--- config.mk ---
export PLATFORM = sky130hd
export DESIGN_NAME = hazard_ctrl
export DESIGN_NICKNAME = d
export VERILOG_FILES = /design/src/rtl/hazard_ctrl.sv
export SDC_FILE = /design/constraint.sdc
export NUM_CORES = 1
export LEC_CHECK = 0
export BUFFER_PORTS_ARGS = -buffer_cell sky130_fd_sc_hd__clkbuf_2
export CAP_MARGIN = 20
export CORE_MARGIN = 1
export CORE_UTILIZATION = 43
export CTS_BUF_LIST = sky130_fd_sc_hd__clkbuf_8 sky130_fd_sc_hd__clkbuf_16
export DETAILED_ROUTE_END_ITERATION = 10
export GPL_TIMING_DRIVEN = 0
export HOLD_SLACK_MARGIN = 0.1
export PLACE_DENSITY = 0.76
export SKIP_LAST_GASP = 1
export SLEW_MARGIN = 5
export SYNTH_ARGS = -nofsm -noshare
export SYNTH_HDL_FRONTEND = slang
export SYNTH_SLANG_ARGS = --single-unit
--- constraint.sdc ---
create_clock -name clk -period 1.82 [get_ports clk]
set_input_delay 0.182 -clock clk [delete_from_list [all_inputs] [get_ports clk]]
set_output_delay 0.182 -clock clk [all_outputs]
set_load 0.01 [all_outputs]
--- src/rtl/hazard_ctrl.sv ---
// Hazard controller for the 5-stage MIPS pipeline: EX/D-stage forwarding selects,
// load-use / branch / MDU stall generation, MDU busy counter and one-deep WD tracker.
module hazard_ctrl #(
  parameter int MULT_CYCLES = 5,
  parameter int DIV_CYCLES  = 10
) (
  input  logic       clk,
  input  logic       reset,
  input  logic [4:0] Rs_D,
  input  logic [4:0] Rt_D,
  input  logic       UseRs_D,
  input  logic       UseRt_D,
  input  logic       Branch_D,
  input  logic       MduUse_D,
  input  logic [4:0] Rs_E,
  input  logic [4:0] Rt_E,
  input  logic [4:0] WRegADD_E,
  input  logic       RegWrite_E,
  input  logic       MemToReg_E,
  input  logic [4:0] WRegADD_M,
  input  logic       RegWrite_M,
  input  logic       MemToReg_M,
  input  logic [4:0] WRegADD_W,
  input  logic       RegWrite_W,
  input  logic       MduStart_E,
  input  logic       MduIsDiv_E,
  output logic [1:0] ForwardRSE,
  output logic [1:0] ForwardRTE,
  output logic       ForwardRSD,
  output logic       ForwardRTD,
  output logic       Stall_F,
  output logic       Stall_D,
  output logic       Flush_E,
  output logic       MduBusy
);

  localparam int MAX_CYCLES = (MULT_CYCLES > DIV_CYCLES) ? MULT_CYCLES : DIV_CYCLES;
  localparam int CNT_W      = $clog2(MAX_CYCLES + 1);

  localparam logic [CNT_W-1:0] MULT_LOAD = CNT_W'(MULT_CYCLES);
  localparam logic [CNT_W-1:0] DIV_LOAD  = CNT_W'(DIV_CYCLES);
  localparam logic [CNT_W-1:0] CNT_ONE   = CNT_W'(1);

  localparam logic [1:0] FWD_RD  = 2'b00;
  localparam logic [1:0] FWD_M   = 2'b01;
  localparam logic [1:0] FWD_W   = 2'b10;
  localparam logic [1:0] FWD_WD  = 2'b11;

  logic [CNT_W-1:0] cnt;
  logic             wd_valid;
  logic [4:0]       wd_addr;

  logic stall_lw;
  logic stall_br;
  logic stall_mdu;
  logic stall;

  // A stage hits register r when it writes r and r is not $0.
  function automatic logic stage_hit(input logic we, input logic [4:0] wa, input logic [4:0] r);
    return we && (wa == r) && (r != 5'd0);
  endfunction

  function automatic logic [1:0] fwd_sel(input logic [4:0] r);
    logic [1:0] sel;
    sel = FWD_RD;
    if (stage_hit(RegWrite_M, WRegADD_M, r) && !MemToReg_M)
      sel = FWD_M;
    else if (stage_hit(RegWrite_W, WRegADD_W, r))
      sel = FWD_W;
    else if (stage_hit(wd_valid, wd_addr, r))
      sel = FWD_WD;
    return sel;
  endfunction

  always_comb begin
    ForwardRSE = fwd_sel(Rs_E);
    ForwardRTE = fwd_sel(Rt_E);
  end

  // Branch operands only forward from M when M holds an ALU result, not a pending load.
  always_comb begin
    ForwardRSD = Branch_D && !MemToReg_M && stage_hit(RegWrite_M, WRegADD_M, Rs_D);
    ForwardRTD = Branch_D && !MemToReg_M && stage_hit(RegWrite_M, WRegADD_M, Rt_D);
  end

  assign MduBusy = (cnt != '0);

  always_comb begin
    stall_lw  = MemToReg_E &&
                ((UseRs_D && stage_hit(RegWrite_E, WRegADD_E, Rs_D)) ||
                 (UseRt_D && stage_hit(RegWrite_E, WRegADD_E, Rt_D)));
    stall_br  = Branch_D &&
                (stage_hit(RegWrite_E, WRegADD_E, Rs_D) ||
                 stage_hit(RegWrite_E, WRegADD_E, Rt_D) ||
                 (MemToReg_M && (stage_hit(RegWrite_M, WRegADD_M, Rs_D) ||
                                 stage_hit(RegWrite_M, WRegADD_M, Rt_D))));
    stall_mdu = MduUse_D && (MduBusy || MduStart_E);
    stall     = stall_lw || stall_br || stall_mdu;
  end

  assign Stall_F = stall;
  assign Stall_D = stall;
  assign Flush_E = stall;

  // A new start always reloads the counter, even while a previous operation is still running.
  always_ff @(posedge clk or posedge reset) begin
    if (reset) begin
      cnt <= '0;
    end else if (MduStart_E) begin
      cnt <= MduIsDiv_E ? DIV_LOAD : MULT_LOAD;
    end else if (cnt != '0) begin
      cnt <= cnt - CNT_ONE;
    end
  end

  always_ff @(posedge clk or posedge reset) begin
    if (reset) begin
      wd_valid <= 1'b0;
      wd_addr  <= 5'd0;
    end else begin
      wd_valid <= RegWrite_W && (WRegADD_W != 5'd0);
      wd_addr  <= WRegADD_W;
    end
  end

endmodule
== Word-level counts from Yosys, hierarchy flattened ==
Index checks and enable logic that the tools add are counted.

* Output and inout bits: 10
* Input bits: 48
* Bits in registers: 10
* Word-level logic and storage cells: 70

* Equality and inequality tests: 10
* Reductions and logical operators: 47
* Muxes and demuxes: 9
* Add/subtract/negate cells: 1

{| class="wikitable"
|+ Operator list
! operator !! count
|-
| equality test 5 bit || 10
|-
| logical AND 1 bit || 32
|-
| nonzero test 5 bit || 5
|-
| two-way mux 2 bit || 6
|-
| two-way mux 4 bit || 3
|-
| logical OR 1 bit || 7
|-
| nonzero test 4 bit || 1
|-
| subtractor 4 x 1 -> 4 bit (second input constant) || 1
|-
| nonzero test 2 bit || 1
|-
| logical NOT 1 bit || 1
|}

== Logic depth before layout (Yosys ltp) ==
Gate-level depths: netlist of run 1.

* Word-level depth: 9
* Depth in mapped cells: 7
* Depth with buffers taken out: 6

== Worst setup path after synthesis of run 1 ==
OpenSTA, ideal clock, no wires.

* Path type: reg2out
* From: register cnt[0]
* To: output port Stall_D
* Slack: 0.059 ns
* Required time: 1.638 ns
* Cell stages (with the launch flop): 8
* Arrival time: 1.579 ns
* Buffers on the path: 1
* Cells stage by stage: dfrtp_1 -> inv_1 -> ha_1 -> nor3b_2 -> inv_1 -> o21ai_0 -> nand4_1 -> buf_4

* Longest elaborated chain between the ends: 4

{| class="wikitable"
|+ Ends and longest elaborated chain
! element !! RTL line !! text
|-
| from (decl) || 49 || <nowiki>logic [CNT_W-1:0] cnt;</nowiki>
|-
| from (signal assigned) || 110 || <nowiki>cnt <= MduIsDiv_E ? DIV_LOAD : MULT_LOAD;</nowiki>
|-
| from (signal assigned) || 112 || <nowiki>cnt <= cnt - CNT_ONE;</nowiki>
|-
| nonzero test 4 bit || 86 || <nowiki>assign MduBusy = (cnt != '0);</nowiki>
|-
| named net MduBusy || 34 || <nowiki>output logic MduBusy</nowiki>
|-
| logical OR 1 bit || 97 || <nowiki>stall_mdu = MduUse_D && (MduBusy || MduStart_E);</nowiki>
|-
| logical AND 1 bit || 97 ||
|-
| logical OR 1 bit || 98 || <nowiki>stall = stall_lw || stall_br || stall_mdu;</nowiki>
|-
| to (decl) || 32 || <nowiki>output logic Stall_D,</nowiki>
|}

The timed path passes the listed nets, and every way through them passes these cells.

== Final worst setup path of run 1 ==
* From: input port Rt_D[1]
* To: output port Stall_F

* Longest elaborated chain between the ends: 9
* Elaborated cells on any way between the ends: 17

{| class="wikitable"
|+ Ends and longest elaborated chain
! element !! RTL line !! text
|-
| from (decl) || 10 || <nowiki>input logic [4:0] Rt_D,</nowiki>
|-
| equality test 5 bit || 60 || <nowiki>return we && (wa == r) && (r != 5'd0);</nowiki>
|-
| logical AND 1 bit (2 in a row) || 60 ||
|-
| logical OR 1 bit || 95 || <nowiki>(MemToReg_M && (stage_hit(RegWrite_M, WRegADD_M, Rs_D) ||</nowiki>
|-
| logical AND 1 bit || 95 ||
|-
| logical OR 1 bit || 94 || <nowiki>stage_hit(RegWrite_E, WRegADD_E, Rt_D) ||</nowiki>
|-
| logical AND 1 bit || 92 || <nowiki>stall_br = Branch_D &&</nowiki>
|-
| logical OR 1 bit (*) (2 in a row) || 98 ||
|-
| to (decl) || 31 || <nowiki>output logic Stall_F,</nowiki>
|}

Every way passes the cells marked *; elsewhere a longest branch is shown, timed or not.

==> results.cfg, run 1 <==
[status]
outcome = complete, but fails checks
violations = setup timing

[route]
drt-total-wl_um = 3110
drc = 0
num_vias = 1217
viasPerCell = 5.38
wl_per_cell_um = 13.8
dr.pass1.iters = 4
drtAntennaViolNets = 0
drt_iter0_drc = 18

[logic_synthesis]
ys_seq_elements = 10
dominantRegCellSynth = dfrtp_1
synth_common_cells = xnor2_1, xor2_1, nand4_1
ys.warnings.count = 0
synth.avg_cell_area_um2 = 9.00
yosys.area.top_type = xnor2_1
synthTopCellsByArea = xnor2_1, dfrtp_1, xor2_1, nand4_1, or4_1
synth_cells = 129
synth_area_um2 = 1160
synth_top_area_share = 0.264
ys_seq_area_frac = 0.216
yosysMostFrequentCell = xnor2_1
async_flop_share = 1.00
synth_fp_nets = 179
ys_types = 29
synth_edf_count = 0

[die]
dieWidth_um = 54.0
coreArea_um2 = 2520
die_h_um = 54.0
io_pins = 58
initial_core_util = 0.460
floorplan.die_area_um2 = 2910
num_rows = 18

[sta]
final.period_utilization = 1.02
setup_viol = 2
grt_setup_unrepaired = true
worst_slack_ps = -28.1
hold_viol = 0
setup-tns-final_ps = -55.4
clock_skew_ps = 0.190
finalMaxSlewViolations = 0
fmax_mhz = 541
period_minus_slack_ps = 1850
tightestPinTransition_ps = 413
relSlewSlack = 0.722

[setup_path]
cp_slowest_cell = or4_4
path_cells = clkbuf_2 > or4_4 > nor2_2 > nor4_1 > o211ai_1 > nand4_1 > buf_4 > buf_6
slowest_delay_ps = 530
start_kind = primary input
path_class = in2out
worstPathRequired_ps = 1640
r2r-start = cnt[1]
r2r_end = cnt[1]
cp-startpoint = Rt_D[1]
r2r_cells = 8
cp-end-kind = output pin
arrival_ps = 1670
cp-endpoint = Stall_F
crit_fanout = 3
r2r_slack_ps = 380

[global_routing]
grt_pass1_vias = 1133
grt_start_max_net_pins = 11
overflow = 0
track_usage = 0.222
antenna_found_initial = 0
grt_pass1_wl_um = 4610

[clocking]
cts_buffer_depth = 2
cts_root_buffer = clkbuf_8
numCtsBuffers = 3
clkTransAtPathRegs_ps = 40
h-tree-depth = 1
clock_sinks = 10
clock_latency_ps = 230
tritoncts = yes

[cells_and_area]
instances_no_fill = 226
finalInstanceArea_um2 = 1640
final_nets = 248
antennaDiodeCount = 0
area_growth_pct = 40.8
post-route-util = 0.648
drive_gt1_frac = 0.439

[worst_hold_path]
hp-class = in2reg

[place]
placed_cells = 215
portBuffers = 56
dp_hpwl_um = 2520
placed_area_um2 = 1480
routabilityCongestion = 0.959

[power_and_ir_drop]
powerDensity_nw_per_um2 = 573
power.leakage_nw = 0.720
ir_drop_uv = 579
total_power_w = 0.000936

[run]
max-cap-violations = 0
[timing repair]
action	4_1_cts	5_1_grt
gates cloned	0	0
resized for setup	6	14
endpoints found under the hold margin	10	0
pin swaps	3	7
buffers inserted	6	1
hold buffers	1	0
setup endpoints to repair	4	5
[report_power, final]
group / internal (W) / switching [W]
Sequential: 0.000252 / 0.0000289
Combinational: 0.000230 / 0.000212
Clock: 0.000143 / 0.0000704
[cell usage in the layout, fill, tap and decap left out, drive strengths merged, types with 3 or more instances in the layout]
master,n
a21oi,3
buf,14
nor3,7
nand2,3
o21ai,4
xnor2,35
nand4,11
inv,4
clkbuf,55
dfrtp,10
nor4,3
nor2,5
xor2,18
or4,8
[state kept, by name (all words and copies together), names as in the netlist]
signal    flops
cnt           4
wd_addr       5
wd_valid      1
[final cells by class]
| type | instances | area, µm² |
|---|---|---|
| Buffer | 3 | 18.8 |
| Fill cell | 215 | 887 |
| Tap cell | 30 | 37.5 |
| Multi-Input combinational cell | 112 | 917 |
| Inverter | 4 | 15.0 |
| Clock buffer | 3 | 41.3 |
| Sequential cell | 10 | 250 |
| Timing Repair Buffer | 64 | 355 |
[stage by stage]
| step | hold slack [ps] | setup WS [ps] |
|---|---|---|
| floorplan | 22.2 | 58.9 |
| global placement | 129 | -68.0 |
| detailed placement | 139 | -147 |
| CTS | 119 | -28.9 |
| global route | 122 | -114 |
| finish | 124 | -28.1 |
[critical path, delay by kind of cell]
| family | cells | cell delay [ps] |
|---|---|---|
| buffers and inverters | 3 | 390 |
| AOI/OAI and AO/OA | 1 | 190 |
| and+or+nand+nor | 4 | 900 |
[per-layer routing]
metal  share of wire  routed length [µm]  up-vias  global-route usage
met5               0                   0        -                   0
met4           0.032                  99        0               0.101
met2            0.53                1640       57               0.428
met3           0.064                 200       13              0.0198
met1            0.38                1170      549               0.238
li1                -                   -      598                   -
[cell families (layout without fill, tap and decap cells)]
family	after synthesis	in the layout	synth area share
fa+ha+maj	2	2	0.0215
xor+xnor	53	53	0.400
compound gates	14	14	0.0862
flops	10	10	0.216
simple gates	43	43	0.248
buf+inv	7	74	0.0291
[how the worst min path moves through the flow]
stage / startpoint / end / slack, ps / cells past startpoint
floorplan: reset / cnt[0] / 20 / 1
global placement: reset / cnt[1] / 130 / 2
detailed placement: reset / wd_addr[1] / 140 / 2
CTS: WRegADD_W[2] / wd_addr[2] / 120 / 1
global route: WRegADD_W[2] / wd_addr[2] / 120 / 1
finish: WRegADD_W[2] / wd_addr[2] / 120 / 1
Power figures use the tool's default switching activity.
==> run 2, diff against run 1 <==
Settings changed: CTS_CLUSTER_DIAMETER from default to 80.
Clock period 1.82 ns to 2.3 ns, I/O delays scaled along.
==> run 2 against run 1 <==
The run now ends clean. Sequential share of layout area rose by 0.75 points. First-iteration DRC count decreased by 28%. Global-route usage shrank 0.88 points. Total power is 26% lower. Clock power decreased by 21%. Non-clock buffer count shrank 4. Critical path depth unchanged. Register-to-register slack gained 530 ps. Hold slack better by 49 ps. Critical endpoint is now Stall_D. Cell area fell by 4.7%. Count of clock-buffer cells in the layout is the same. Flip-flop and latch count stayed put.
==> results.cfg, run 2 (same netlist as run 1, synthesis figures left out) <==
[status]
outcome = finished clean

[die]
die_h_um = 54.0
io_pins = 58
dieWidth_um = 54.0
initial_core_util = 0.460
floorplan.die_area_um2 = 2910
num_rows = 18
coreArea_um2 = 2520

[place]
dp_hpwl_um = 2520
portBuffers = 56
routabilityCongestion = 0.959

[global_routing]
antenna_found_initial = 0
grt_pass1_wl_um = 4410
grt_start_max_net_pins = 11
track_usage = 0.213
overflow = 0
grt_pass1_vias = 1067

[cells_and_area]
area_growth_pct = 34.3
final_nets = 244
antennaDiodeCount = 0
largest_registers = wd_addr x5, cnt x4, wd_valid x1
top_register = wd_addr
largest_reg_flops = 5
drive_gt1_frac = 0.380
final_common_cell = clkbuf_2
mostFrequentLayoutCells = clkbuf_2, xnor2_1, xor2_1

[route]
num_vias = 1180
drt-total-wl_um = 2940
drc = 0
dr.pass1.iters = 4
drt_iter0_drc = 13
drtAntennaViolNets = 0
viasPerCell = 5.32
wl_per_cell_um = 13.2

[clocking]
tritoncts = yes
cts_root_buffer = clkbuf_8
clock_sinks = 10
numCtsBuffers = 3
clock_latency_ps = 230
cts_buffer_depth = 2
h-tree-depth = 1
clkTransAtPathRegs_ps = 40

[setup_path]
crit_fanout = 4
cp_slowest_cell = dfrtp_1
start_kind = register
cp.depth = 8
r2r_cells = 7
path_cells = inv_1 > ha_1 > nor3b_4 > inv_1 > o21ai_0 > nand4_1 > buf_4 > clkbuf_2
cp-end-kind = output pin
path_common_cell = inv_1
slowest_delay_ps = 370
path_class = reg2out
critical_path.top_delay_family = buffers and inverters
arrival_ps = 1830
critPathBufInv = 4
worstPathRequired_ps = 2070

[sta]
tightestPinTransition_ps = 431
final.period_utilization = 0.898
relSlewSlack = 0.710
hold_viol = 0
fin_hold_ws_ps = 172
finalMaxSlewViolations = 0
clock_skew_ps = 0.183
setup-tns-final_ps = 0
grt_setup_unrepaired = false
period_minus_slack_ps = 2060
setup_viol = 0
fmax_mhz = 484

[worst_hold_path]
hp-class = in2reg
whs_path_depth = 1

[power_and_ir_drop]
powerDensity_nw_per_um2 = 446
power.leakage_nw = 0.688
ir_drop_uv = 454

[run]
max-cap-violations = 0
[run 2: cell count changes in the layout (fill, tap and decap cells not counted), sizes merged]
cell    delta
clkbuf     +5
buf        -9
[run 2: path summary, 6_finish.rpt]
check	start	endpoint	slack, ps
max in group asynchronous	reset	wd_addr[0]	1560
setup reg to reg	cnt[0]	cnt[1]	910
min in group asynchronous	reset	cnt[3]	490
hold / removal	WRegADD_W[2]	wd_addr[2]	170
hold reg to reg	cnt[1]	cnt[1]	610
setup / recovery	cnt[0]	Stall_D	240
[run 2: per-layer routing]
metal  vias up  track usage  routed length [µm]  share of wire
li1        591            -                   -              -
met1       537        0.231                1180           0.40
met2        45        0.416                1540           0.52
met3         7       0.0226                 174          0.059
met4         0       0.0746                  47          0.016
met5         -            0                   0              0
[run 2: report_power, final]
| group | internal [W] | switching [W] |
|---|---|---|
| Combinational | 0.000154 | 0.000151 |
| Sequential | 0.000199 | 0.0000232 |
| Clock | 0.000113 | 0.0000554 |
| Total | 0.000466 | 0.000230 |
[run 2: per-stage QoR]
| stage | total power [W] | setup slack, ps | area, µm² | util | std cells |
|---|---|---|---|---|---|
| 2_1_floorplan | 0.000386 | 491 | 1160 | - | 129 |
| 3_3_place_gp | 0.000490 | 364 | 1480 | 0.586 | 215 |
| 3_5_place_dp | 0.000503 | 285 | 1480 | 0.586 | 215 |
| 4_1_cts | 0.000679 | 25.1 | 1530 | 0.607 | 219 |
| 5_1_grt | 0.000749 | 54.1 | 1560 | 0.618 | 222 |
| 6_report | 0.000696 | 236 | 1560 | 0.618 | 222 |
[run 2: layout make-up]
class	count	area (µm²)
inverter	4	15.0
buffer	3	18.8
multi-input combinational	112	883
clock buffer	3	41.3
fill	224	963
timing repair buffer	60	313
tap	30	37.5
sequential	10	250
[run 2: what timing repair did]
action | CTS | global route
endpoints found under the setup margin | 0 | 3
hold endpoints to repair | 10 | 0
hold buffers | 1 | 0
setup buffers | 0 | 3
gates resized for setup | 0 | 1
